===== src/rtl/apb_pkg.sv =====
// Shared types and constants for the APB master bridge.
package apb_pkg;

  typedef enum logic [1:0] {
    IDLE   = 2'd0,
    SETUP  = 2'd1,
    ACCESS = 2'd2,
    DONE   = 2'd3
  } apb_state_e;

  localparam int PSEL2_BIT  = 8;
  localparam int REG_ADDR_W = 8;
  localparam int REQ_ADDR_W = REG_ADDR_W + 1;

endpackage


===== src/rtl/apb_wait_timer.sv =====
// ACCESS-phase wait-state counter; flags the wait that would reach TIMEOUT_CYCLES.
module apb_wait_timer #(
  parameter int TIMEOUT_CYCLES = 16
) (
  input  logic clk,
  input  logic nreset,
  input  logic clear,
  input  logic enable,
  output logic expired
);

  localparam int CNT_W = (TIMEOUT_CYCLES > 0) ? $clog2(TIMEOUT_CYCLES + 1) : 1;
  localparam logic [CNT_W-1:0] LIMIT = CNT_W'(TIMEOUT_CYCLES);

  logic [CNT_W-1:0] count;

  always_ff @(posedge clk) begin
    if (!nreset || clear) begin
      count <= '0;
    end else if (enable && (count != LIMIT)) begin
      count <= count + 1'b1;
    end
  end

  // Expiry is flagged on the cycle whose increment would reach the limit,
  // so the transfer ends after exactly TIMEOUT_CYCLES ACCESS cycles.
  generate
    if (TIMEOUT_CYCLES == 0) begin : g_off
      assign expired = 1'b0;
    end else begin : g_on
      assign expired = enable && (count == CNT_W'(TIMEOUT_CYCLES - 1));
    end
  endgenerate

endmodule


===== src/rtl/apb_master.sv =====
// Processor read/write request to two-completer APB bridge with wait-state timeout.
module apb_master
  import apb_pkg::*;
#(
  parameter int TIMEOUT_CYCLES = 16,
  parameter int DATA_W         = 16
) (
  input  logic                  clk,
  input  logic                  nreset,
  input  logic                  wr_en,
  input  logic [REQ_ADDR_W-1:0] wr_addr,
  input  logic [DATA_W-1:0]     wr_data,
  output logic                  wr_done,
  input  logic                  rd_en,
  input  logic [REQ_ADDR_W-1:0] rd_addr,
  output logic [DATA_W-1:0]     rd_data,
  output logic                  rd_done,
  output logic                  err,
  output logic [REG_ADDR_W-1:0] paddr,
  output logic                  pwrite,
  output logic [DATA_W-1:0]     pwdata,
  output logic                  psel1,
  output logic                  psel2,
  output logic                  penable,
  input  logic                  pready1,
  input  logic                  pready2,
  input  logic [DATA_W-1:0]     prdata1,
  input  logic [DATA_W-1:0]     prdata2
);

  apb_state_e state, state_nxt;

  logic [REG_ADDR_W-1:0] paddr_nxt;
  logic                  pwrite_nxt;
  logic [DATA_W-1:0]     pwdata_nxt;
  logic                  psel1_nxt;
  logic                  psel2_nxt;
  logic                  penable_nxt;
  logic                  wr_done_nxt;
  logic                  rd_done_nxt;
  logic [DATA_W-1:0]     rd_data_nxt;
  logic                  err_nxt;

  logic                  sel_ready;
  logic [DATA_W-1:0]     sel_prdata;
  logic                  req_active;
  logic                  timer_clear;
  logic                  timer_en;
  logic                  timer_expired;

  // Only the completer chosen at SETUP is listened to; psel2 doubles as the selector.
  assign sel_ready   = psel2 ? pready2 : pready1;
  assign sel_prdata  = psel2 ? prdata2 : prdata1;
  assign req_active  = pwrite ? wr_en : rd_en;
  assign timer_clear = (state != ACCESS);
  assign timer_en    = (state == ACCESS) && !sel_ready;

  apb_wait_timer #(
    .TIMEOUT_CYCLES(TIMEOUT_CYCLES)
  ) u_wait_timer (
    .clk    (clk),
    .nreset (nreset),
    .clear  (timer_clear),
    .enable (timer_en),
    .expired(timer_expired)
  );

  always_ff @(posedge clk) begin
    if (!nreset) begin
      state <= IDLE;
    end else begin
      state <= state_nxt;
    end
  end

  always_comb begin
    state_nxt   = state;
    paddr_nxt   = paddr;
    pwrite_nxt  = pwrite;
    pwdata_nxt  = pwdata;
    psel1_nxt   = psel1;
    psel2_nxt   = psel2;
    penable_nxt = penable;
    wr_done_nxt = wr_done;
    rd_done_nxt = rd_done;
    rd_data_nxt = rd_data;
    err_nxt     = err;

    unique case (state)
      IDLE: begin
        if (wr_en) begin
          pwrite_nxt = 1'b1;
          paddr_nxt  = wr_addr[REG_ADDR_W-1:0];
          pwdata_nxt = wr_data;
          psel1_nxt  = !wr_addr[PSEL2_BIT];
          psel2_nxt  = wr_addr[PSEL2_BIT];
          state_nxt  = SETUP;
        end else if (rd_en) begin
          pwrite_nxt = 1'b0;
          paddr_nxt  = rd_addr[REG_ADDR_W-1:0];
          psel1_nxt  = !rd_addr[PSEL2_BIT];
          psel2_nxt  = rd_addr[PSEL2_BIT];
          state_nxt  = SETUP;
        end
      end

      SETUP: begin
        penable_nxt = 1'b1;
        state_nxt   = ACCESS;
      end

      ACCESS: begin
        // A ready completer wins over a timeout landing on the same cycle.
        if (sel_ready || timer_expired) begin
          psel1_nxt   = 1'b0;
          psel2_nxt   = 1'b0;
          penable_nxt = 1'b0;
          err_nxt     = !sel_ready;
          if (pwrite) begin
            wr_done_nxt = 1'b1;
          end else begin
            rd_done_nxt = 1'b1;
            rd_data_nxt = sel_ready ? sel_prdata : '0;
          end
          state_nxt = DONE;
        end
      end

      DONE: begin
        // Park here until the level request is withdrawn so it cannot re-issue.
        if (!req_active) begin
          wr_done_nxt = 1'b0;
          rd_done_nxt = 1'b0;
          state_nxt   = IDLE;
        end
      end

      default: state_nxt = IDLE;
    endcase
  end

  always_ff @(posedge clk) begin
    if (!nreset) begin
      paddr   <= '0;
      pwrite  <= 1'b0;
      pwdata  <= '0;
      psel1   <= 1'b0;
      psel2   <= 1'b0;
      penable <= 1'b0;
      wr_done <= 1'b0;
      rd_done <= 1'b0;
      rd_data <= '0;
      err     <= 1'b0;
    end else begin
      paddr   <= paddr_nxt;
      pwrite  <= pwrite_nxt;
      pwdata  <= pwdata_nxt;
      psel1   <= psel1_nxt;
      psel2   <= psel2_nxt;
      penable <= penable_nxt;
      wr_done <= wr_done_nxt;
      rd_done <= rd_done_nxt;
      rd_data <= rd_data_nxt;
      err     <= err_nxt;
    end
  end

endmodule


===== config.mk =====
export PLATFORM = sky130hd
export DESIGN_NAME = apb_master
export DESIGN_NICKNAME = d
export VERILOG_FILES = /design/src/rtl/apb_pkg.sv /design/src/rtl/apb_wait_timer.sv /design/src/rtl/apb_master.sv
export SDC_FILE = /design/constraint.sdc
export NUM_CORES = 1
export LEC_CHECK = 0
export ABC_AREA = 1
export CAP_MARGIN = 30
export CORE_UTILIZATION = 46
export DETAILED_ROUTE_END_ITERATION = 12
export HOLD_SLACK_MARGIN = 0.12
export PLACE_DENSITY = 0.91
export SLEW_MARGIN = 30
export SYNTH_ARGS = -nofsm -noshare
export SYNTH_HDL_FRONTEND = slang
export SYNTH_SLANG_ARGS = --single-unit
export TNS_END_PERCENT = 50

===== constraint.sdc =====
create_clock -name clk -period 3.3 [get_ports clk]
set_input_delay 0.33 -clock clk [delete_from_list [all_inputs] [get_ports clk]]
set_output_delay 0.33 -clock clk [all_outputs]
set_load 0.02 [all_outputs]

Word-level counts from Yosys, hierarchy flattened:

Cells that the tools add are included.

* add/sub/neg operators: 1
* equal/unequal tests: 11
* multiplexer cells: 28
* bitwise logic cells: 1
* reduce and logical (&&, ||, !) cells: 23

Operators with widths (count)
* 16-bit two-way mux: 2
* 8-bit two-way mux: 2
* 1-bit two-way mux: 14
* 1-bit case mux with 2 select lines: 5
* 3-bit AND reduction: 3
* 2-bit two-way mux: 4
* 2-bit != test (second input constant): 4
* 2-bit case mux with 4 select lines: 1
* 2-bit AND reduction: 4
* 4-bit AND reduction: 2
* 2-bit nonzero test: 4
* 5-bit by 1-bit adder with 5-bit output (second input constant): 1
* 5-bit by 4-bit == test with 1-bit output (second input constant): 1
* 5-bit != test (second input constant): 1
* 2-bit == test (second input constant): 2
* 1-bit logical NOT: 4
* 1-bit logical AND: 3
* 3-bit != test (second input constant): 1
* 2-bit by 1-bit == test with 1-bit output (second input constant): 1
* 2-bit logical NOT: 1
* 1-bit logical OR: 2
* 2-bit by 1-bit != test with 1-bit output (second input constant): 1
* 1-bit inverter: 1

* bits in registers: 54
* bits of input ports: 72
* word-level logic and storage cells: 76

Depth between registers and ports, before layout:

Gate-level depths: netlist of the first run.

* word-level depth: 7
* gate-level depth with buffers: 10
* mapped depth without buffers: 9

Modules after synthesis:

Synthesis of the first run repeated with hierarchy kept, for this count alone.

* cell total of the unflattened synthesis: 387
* area total of the unflattened synthesis: 2800.2 um^2

Modules (own cells, without submodules)
* apb_master: instances 1, cells an instance 339, area an instance 2468.6 um^2, seq. area each 980.9 um^2
* apb_wait_timer: instances 1, cells an instance 48, area an instance 331.6 um^2, seq. area each 100.1 um^2

Worst setup path after synthesis of the first run:

OpenSTA, ideal clock, no wires.

* path kind: reg2reg
* start point: register u_wait_timer.count[0]
* end point: register rd_data[0]
* arrival time: 1.454 ns
* data required time: 3.172 ns
* path slack: 1.719 ns
* stages on the path, launching flop included: 11
* buffers on the path: 1
* path through: dfxtp_1 > ha_1 > and3_1 > ha_1 > inv_1 > nand3_4 > nand3_4 > buf_6 > nand2_1 > o21ai_1 > nor2_1

* word-level cells in the longest chain between the ends: 4

RTL lines
* start, declared: line apb_wait_timer.sv:15 `logic [CNT_W-1:0] count;`
* start signal, assigned: line apb_wait_timer.sv:21 `count <= count + 1'b1;`
* 5-bit by 4-bit == test with 1-bit output: line apb_wait_timer.sv:31 `assign expired = enable && (count == CNT_W'(TIMEOUT_CYCLES - 1));`
* 1-bit logical AND: line apb_wait_timer.sv:31
* 1-bit logical OR: line apb_master.sv:114 `if (sel_ready || timer_expired) begin`
* 3-bit AND reduction (no line)
* end signal, assigned: line apb_master.sv:163 `rd_data <= rd_data_nxt;`
* end, declared: line apb_master.sv:16 `output logic [DATA_W-1:0] rd_data,`

No other way between the ends.
A chain may end at the register's enable or synchronous reset.

Worst setup path after layout of the first run:

* start point: register psel2
* end point: output psel2

RTL lines
* start, declared: line apb_master.sv:23 `output logic psel2,`
* start signal, assigned: line apb_master.sv:159 `psel2 <= psel2_nxt;`

No word-level cell between the ends.

==> results of run 1 <==
## worst reg2reg max path: cells and delay by family, from the launching register on
family          cells  cell delay (ns)
simple gates        4             0.68
flops               1             0.88
compound gates      1             0.24
## Yosys cell counts, drive strengths merged
| library cell | instances | share of area [%] |
|---|---|---|
| nand2 | 126 | 18 |
| nor2 | 70 | 9.6 |
| inv | 55 | 7.5 |
| dfxtp | 54 | 39 |
| o21ai | 34 | 6.1 |
| nand3 | 20 | 4.8 |
| buf | 12 | 3.3 |
| a21oi | 8 | 1.8 |
| ha | 8 | 3.6 |
| o211a | 8 | 2.9 |
| clkbuf | 6 | 0.80 |
| nand4 | 5 | 1.6 |
| nor3 | 3 | 0.71 |
| a22oi | 1 | 0.27 |
| and2 | 1 | 0.22 |
| and3 | 1 | 0.22 |
## sequential cells by signal (all words and copies together), names as in the netlist
| name | count |
|---|---|
| psel2 | 1 |
| rd_data | 16 |
| u_wait_timer.count | 5 |
| state | 2 |
| wr_done | 1 |
| paddr | 8 |
| penable | 1 |
| pwdata | 16 |
| pwrite | 1 |
| rd_done | 1 |
| err | 1 |
| psel1 | 1 |
## kinds of logic after synthesis
| logic type | Yosys count | synth area share [%] |
|---|---|---|
| and+or+nand+nor | 226 | 35.3 |
| buffers and inverters | 73 | 11.6 |
| DFF | 54 | 38.5 |
| AOI/OAI and AO/OA | 51 | 11.0 |
| adders and majority gates | 8 | 3.57 |
## per-layer routing
metal	up-vias	track usage, %	wire [um]
li1	1485	-	-
met1	1209	25.2	2970
met2	118	38.6	3010
met3	10	8.30	791
met4	0	7.32	86
met5	-	0	0
## per-stage QoR
step / hold WS [ns] / setup slack [ns] / cells / util [%] / total power, mW
detailed placement: 0.457 / 1.26 / 588 / 67.5 / 2.34
global route: 0.510 / 0.944 / 596 / 69.5 / 3.01
CTS: 0.475 / 1.04 / 596 / 69.5 / 2.81
finish: 0.474 / 1.04 / 596 / 69.5 / 2.78
floorplan: 0.477 / 1.72 / 412 / - / 1.86
global placement: 0.452 / 1.33 / 588 / 67.5 / 2.30
## path summary, 6_finish.rpt
kind | slack (ns) | end | from
max | 1.04 | psel2 | psel2
min | 0.47 | psel1 | psel1
min reg2reg | 0.47 | psel1 | psel1
max reg2reg | 1.37 | rd_data[2] | psel2
## cell usage in the layout (no fill, tap or decap), drive strengths merged, types with 8 or more instances in the layout
| cell | n |
|---|---|
| a21oi | 8 |
| clkdlybuf4s50 | 118 |
| dfxtp | 54 |
| ha | 8 |
| inv | 56 |
| nand2 | 126 |
| nand3 | 20 |
| nor2 | 70 |
| o211a | 8 |
| o21ai | 34 |
## report_power, final
group,switching (mW),internal (mW)
combinational,0.787,0.606
sequential,0.117,0.818
clock,0.224,0.230
total,1.13,1.65
## area by class of cell
type | instances | share of cell area [%]
multi-input cells | 285 | 34.2
clock inverters | 3 | 1.16
repair buffers | 119 | 29.1
clock buffers | 5 | 1.68
flip-flops and latches | 54 | 26.4
well taps | 75 | 2.29
inverters | 55 | 5.17
==> impl_results.md, run 1 <==
* Status: finished, final reports clean
* Hold depth at 2
* Ratio of cells with drive above 1 in the final layout at 4.61%
* Setup Fix Bufs, Post-CTS at 0
* Starting density of the core at 47.7%
* Data arrival, critical path at 1.93 ns
* Area after DPL at 0.00398 mm2
* Setup_tns at 0 ns
* Final setup vio count at 0
* Final Hold Vio Count at 0
* Max-slew violations at 0
* Final period util at 68.4%
* Slew HR at 44.3%
* 1st-pass router iterations at 4
* Syn avg cell area at 6.81 um2
* Hold buffers post-CTS at 0
* Routed wire per std cell at 11.5 um
* Num ports at 119
* Post-synth net total at 492
* Chip Height at 80.1 um
* Register area share after synthesis at 38.5%
* Fill count at 470
* Cell depth of the worst setup path at 1
* Grt ovf at 0
* Drt first-iter violations at 87
* Ant diodes at 0
* # DRC at 0
* Initial antenna violation count at 0
* Bufs and invs on worst path at 1
* Worst reg-to-reg path cell count at 5
* Cts repair resizes at 0
* Largest net degree at the start of global routing at 33
* Full die area at 0.00642 mm2
* GP Congestion at 0.847
* Clock sink total at 54
* Register clock-pin slew on the reported worst setup and hold paths at 0.10 ns
* Crit path time final at 2.26 ns
* Worst min-delay path category: reg2reg
* Drt total wl at 6850 um
* Area of the multi-input gates at 0.00140 mm2
* CP max-delay cell: dfxtp_1
* Req. time, crit path at 2.97 ns
* Cell variety after synth at 30
* Final instance area at 0.00409 mm2
* Buffers added on ports at 118
* Mapped Cells at 412
* Sequential cell area at 0.00108 mm2
* Pwr per Cell Area at 680 mW/mm2
* CP top delay family: flip-flops
* Number of global-route vias before repair at 2703
* MaxCap Viol Count at 0
* Fmax at 443 MHz
* First-pass GRT wire length at 11300 um
* CTS tree: done
* Root buf cell: clkbuf_8
* Setup crit end kind: output port
* DRT antenna net count at 0
* Cells along the critical path: clkdlybuf4s50_1
* Layout area overhead at 45.8%
* Leak at 1.97 nW
* # nets final at 600
* Num CTS Buffers at 5
* H-tree Lvls at 2
* Clock Path Buffers at 2
* Flops & latches, synth at 54
* Total core area at 0.00589 mm2
* Setup crit start kind: register
* Setup skew after layout at 0.00782 ns
* Final HPWL DP at 5110 um
* Clk_lat worst skew at 0.31 ns
* Crit path kind: reg2out
* Crit-path max cell delay at 0.88 ns
* Row cnt at 28
* YS warnings at 0
* Vias/cell at 4.73
* Maximum vdd drop at 0.375 mV
* GRT Overall Usage at 22.3%
* Crit-path max FO at 20
* RSZ-0062 raised after global routing: no
* Chip width at 80.1 um
* Via count at 2822
* Mapped Area at 0.00281 mm2
* Worst-Margin Slew at 0.835 ns
Power figures use the tool's default switching activity.
==> run 2: changes to the inputs <==
- CORE_UTILIZATION: 46 -> 39
- PLACE_DENSITY: 0.91 -> 0.82
- clock period: 3.3 -> 1.9 ns (I/O delays scaled with it)
==> run 2 against run 1 <==
- sequential power is 72% higher
- clock-buffer cell count stayed put
- wire length is 7.0% higher
- hold slack better by 0.012 ns
- register-to-register slack worse by 1.2 ns
- cell count is 4.4% higher
- sequential cell count stayed put
- clock skew is 0.0028 ns lower
- largest power group unchanged
- global-route usage is 3.0 points lower
==> impl_results.md, run 2 (same netlist as run 1, synthesis figures left out) <==
* Status: finished, final reports clean (unchanged)
* Maximum vdd drop at 0.588 mV (was 0.375 mV)
* Sequential cell area at 0.00108 mm2 (about the same)
* Commonest cells after routing, fill and taps aside: nand2_1 (122), clkdlybuf4s50_1 (118), nor2_1 (69) (unchanged)
* Slew HR at 55.1% (was 44.3%)
* Req. time, crit path at 2.06 ns (was 2.97 ns)
* Buffers added on ports at 118 (unchanged)
* Largest net degree at the start of global routing at 33 (unchanged)
* DRT antenna net count at 0 (unchanged)
* Via count at 2877 (was 2822)
* Row cnt at 30 (was 28)
* Final setup vio count at 0 (unchanged)
* CTS tree: done (unchanged)
* Most common cell after layout, fill and taps aside: nand2_1 (unchanged)
* # DRC at 0 (unchanged)
* Root buf cell: clkbuf_8 (unchanged)
* Reg-to-Reg Start: u_wait_timer.count[0] (was psel2)
* Grt ovf at 0 (unchanged)
* Crit-path max cell delay at 0.34 ns (was 0.88 ns)
* Vias/cell at 4.63 (was 4.73)
* Initial antenna violation count at 0 (unchanged)
* H-tree Lvls at 2 (unchanged)
* Crit path to: rd_data[9] (was psel2)
* Setup crit start kind: register (unchanged)
* Drt total wl at 7330 um (was 6850 um)
* Total core area at 0.00687 mm2 (was 0.00589 mm2)
* CP top delay family: simple AND/OR/NAND/NOR gates (was flip-flops)
* Final total power at 5.01 mW (was 2.78 mW)
* Worst-Margin Slew at 0.673 ns (was 0.835 ns)
* Final period util at 91.7%
* Fill count at 611 (was 470)
* Full die area at 0.00754 mm2 (was 0.00642 mm2)
* MaxCap Viol Count at 0 (unchanged)
* Number of global-route vias before repair at 2682 (was 2703)
* Ratio of cells with drive above 1 in the final layout at 5.89% (was 4.61%)
* Drt first-iter violations at 70 (was 87)
* Final Hold Vio Count at 0 (unchanged)
* Worst min-delay path category: in2reg (was reg2reg)
* Fmax at 574 MHz
* Chip Height at 86.8 um (was 80.1 um)
* Setup_tns at 0 ns (unchanged)
* Area of the multi-input gates at 0.00142 mm2 (was 0.00140 mm2)
* Worst reg-to-reg path cell count at 9 (was 5)
* GP Congestion at 0.756 (was 0.847)
* Setup skew after layout at 0.00497 ns (was 0.00782 ns)
* CP max-delay cell: dfxtp_1 (unchanged)
* Reg-to-reg endpoint: rd_data[9] (was rd_data[2])
* Routed wire per std cell at 11.8 um (was 11.5 um)
* Starting density of the core at 40.9% (was 47.7%)
* Reg-to-reg setup timing slack at 0.16 ns (was 1.37 ns)
* Ant diodes at 0 (unchanged)
* Pwr per Cell Area at 1200 mW/mm2 (was 680 mW/mm2)
* Layout area overhead at 49.3% (was 45.8%)
* Biggest regs: pwdata: 16 flops, rd_data: 16 flops, paddr: 8 flops (unchanged)
* First-pass GRT wire length at 11700 um (was 11300 um)
* 1st-pass router iterations at 4 (unchanged)
* Clk_lat worst skew at 0.30 ns (was 0.31 ns)
* Leak at 2.00 nW (was 1.97 nW)
* Num ports at 119 (unchanged)
* Data arrival, critical path at 1.91 ns (was 1.93 ns)
* Chip width at 86.8 um (was 80.1 um)
* # nets final at 605 (was 600)
* Register clock-pin slew on the reported worst setup and hold paths at 0.10 ns (about the same)
* Hold buffers post-CTS at 0 (unchanged)
* Crit path time final at 1.74 ns
* RSZ-0062 raised after global routing: no (unchanged)
* Cell depth of the worst setup path at 9 (was 1)
* Max-slew violations at 0 (unchanged)
* Num CTS Buffers at 5 (unchanged)
* Clock sink total at 54 (unchanged)
* Crit-path max FO at 16 (was 20)
* Crit path kind: reg2reg (was reg2out)
* GRT Overall Usage at 19.3% (was 22.3%)
* Clock Path Buffers at 2 (unchanged)
* Bufs and invs on worst path at 1 (unchanged)
* Final HPWL DP at 5510 um (was 5110 um)
* Setup crit end kind: register (was output port)
* Cells along the critical path: ha_1 > and3_1 > ha_1 > inv_1 > nand3_4 > nand3_4 > nand2_1 > o21ai_1 > nor2_1 (was clkdlybuf4s50_1)
* Crit path from: u_wait_timer.count[0] (was psel2)
## run 2: cell types whose count changed in the layout (fill, tap and decap cells not counted), sizes merged
cell and delta:
nand3 +1, bufinv +1, buf +4, inv -1
## run 2: worst register-to-register path: stages, from the launching register on
cell and delay, ns:
dfxtp_1 0.34, ha_1 0.22, and3_1 0.19, ha_1 0.17, inv_1 0.16, nand3_4 0.14, nand3_4 0.18, nand2_1 0.08
o21ai_1 0.07, nor2_1 0.05
## run 2: power by group
part	leakage (nW)	internal [mW]	switching, mW
registers	0.443	1.42	0.184
clock network	0.0683	0.528	0.379
logic	1.49	1.07	1.42
## run 2: timing repair
item	CTS	global route
endpoints found under the hold margin	0	0
resized for setup	0	3
buffers inserted	0	0
endpoints found under the setup margin	0	17
## run 2: how the worst min path moves through the flow
stage	start	end	slack, ns	depth (start not counted)
after global routing	psel1	psel1	0.50	2
after global placement	psel1	psel1	0.45	2
after CTS	wr_data[5]	pwdata[5]	0.48	3
after detailed placement	psel1	psel1	0.46	2
final	wr_data[5]	pwdata[5]	0.49	3
after floorplan	nreset	psel2	0.34	2
## run 2: area by class of cell
cell class                      count  area share, %
Timing Repair Buffer              123           29.1
Tap cell                           96           2.87
Inverter                           55           5.05
Clock buffer                        5           1.64
Sequential cell                    54           25.8
Clock inverter                      3           1.64
Multi-Input combinational cell    286           33.9
## run 2: layer usage
layer | vias up | GRT usage, % | share of wire [%]
met5 | - | 0 | 0
met4 | 0 | 4.85 | 0.41
met3 | 2 | 5.90 | 9.4
met2 | 106 | 35.3 | 48
met1 | 1274 | 21.8 | 42
li1 | 1495 | - | -
## run 2: stage by stage
stage          util [%]  hold slack (ns)  cell area, um2  std cells  setup slack (ns)
6_report           61.0            0.485            4190        622             0.157
5_1_grt            61.0            0.502            4190        622           0.00441
4_1_cts            60.7            0.479            4170        621            0.0382
3_5_place_dp       58.7            0.461            4030        613            0.0881
3_3_place_gp       58.7            0.449            4030        613             0.177
2_1_floorplan         -            0.337            2810        412             0.319
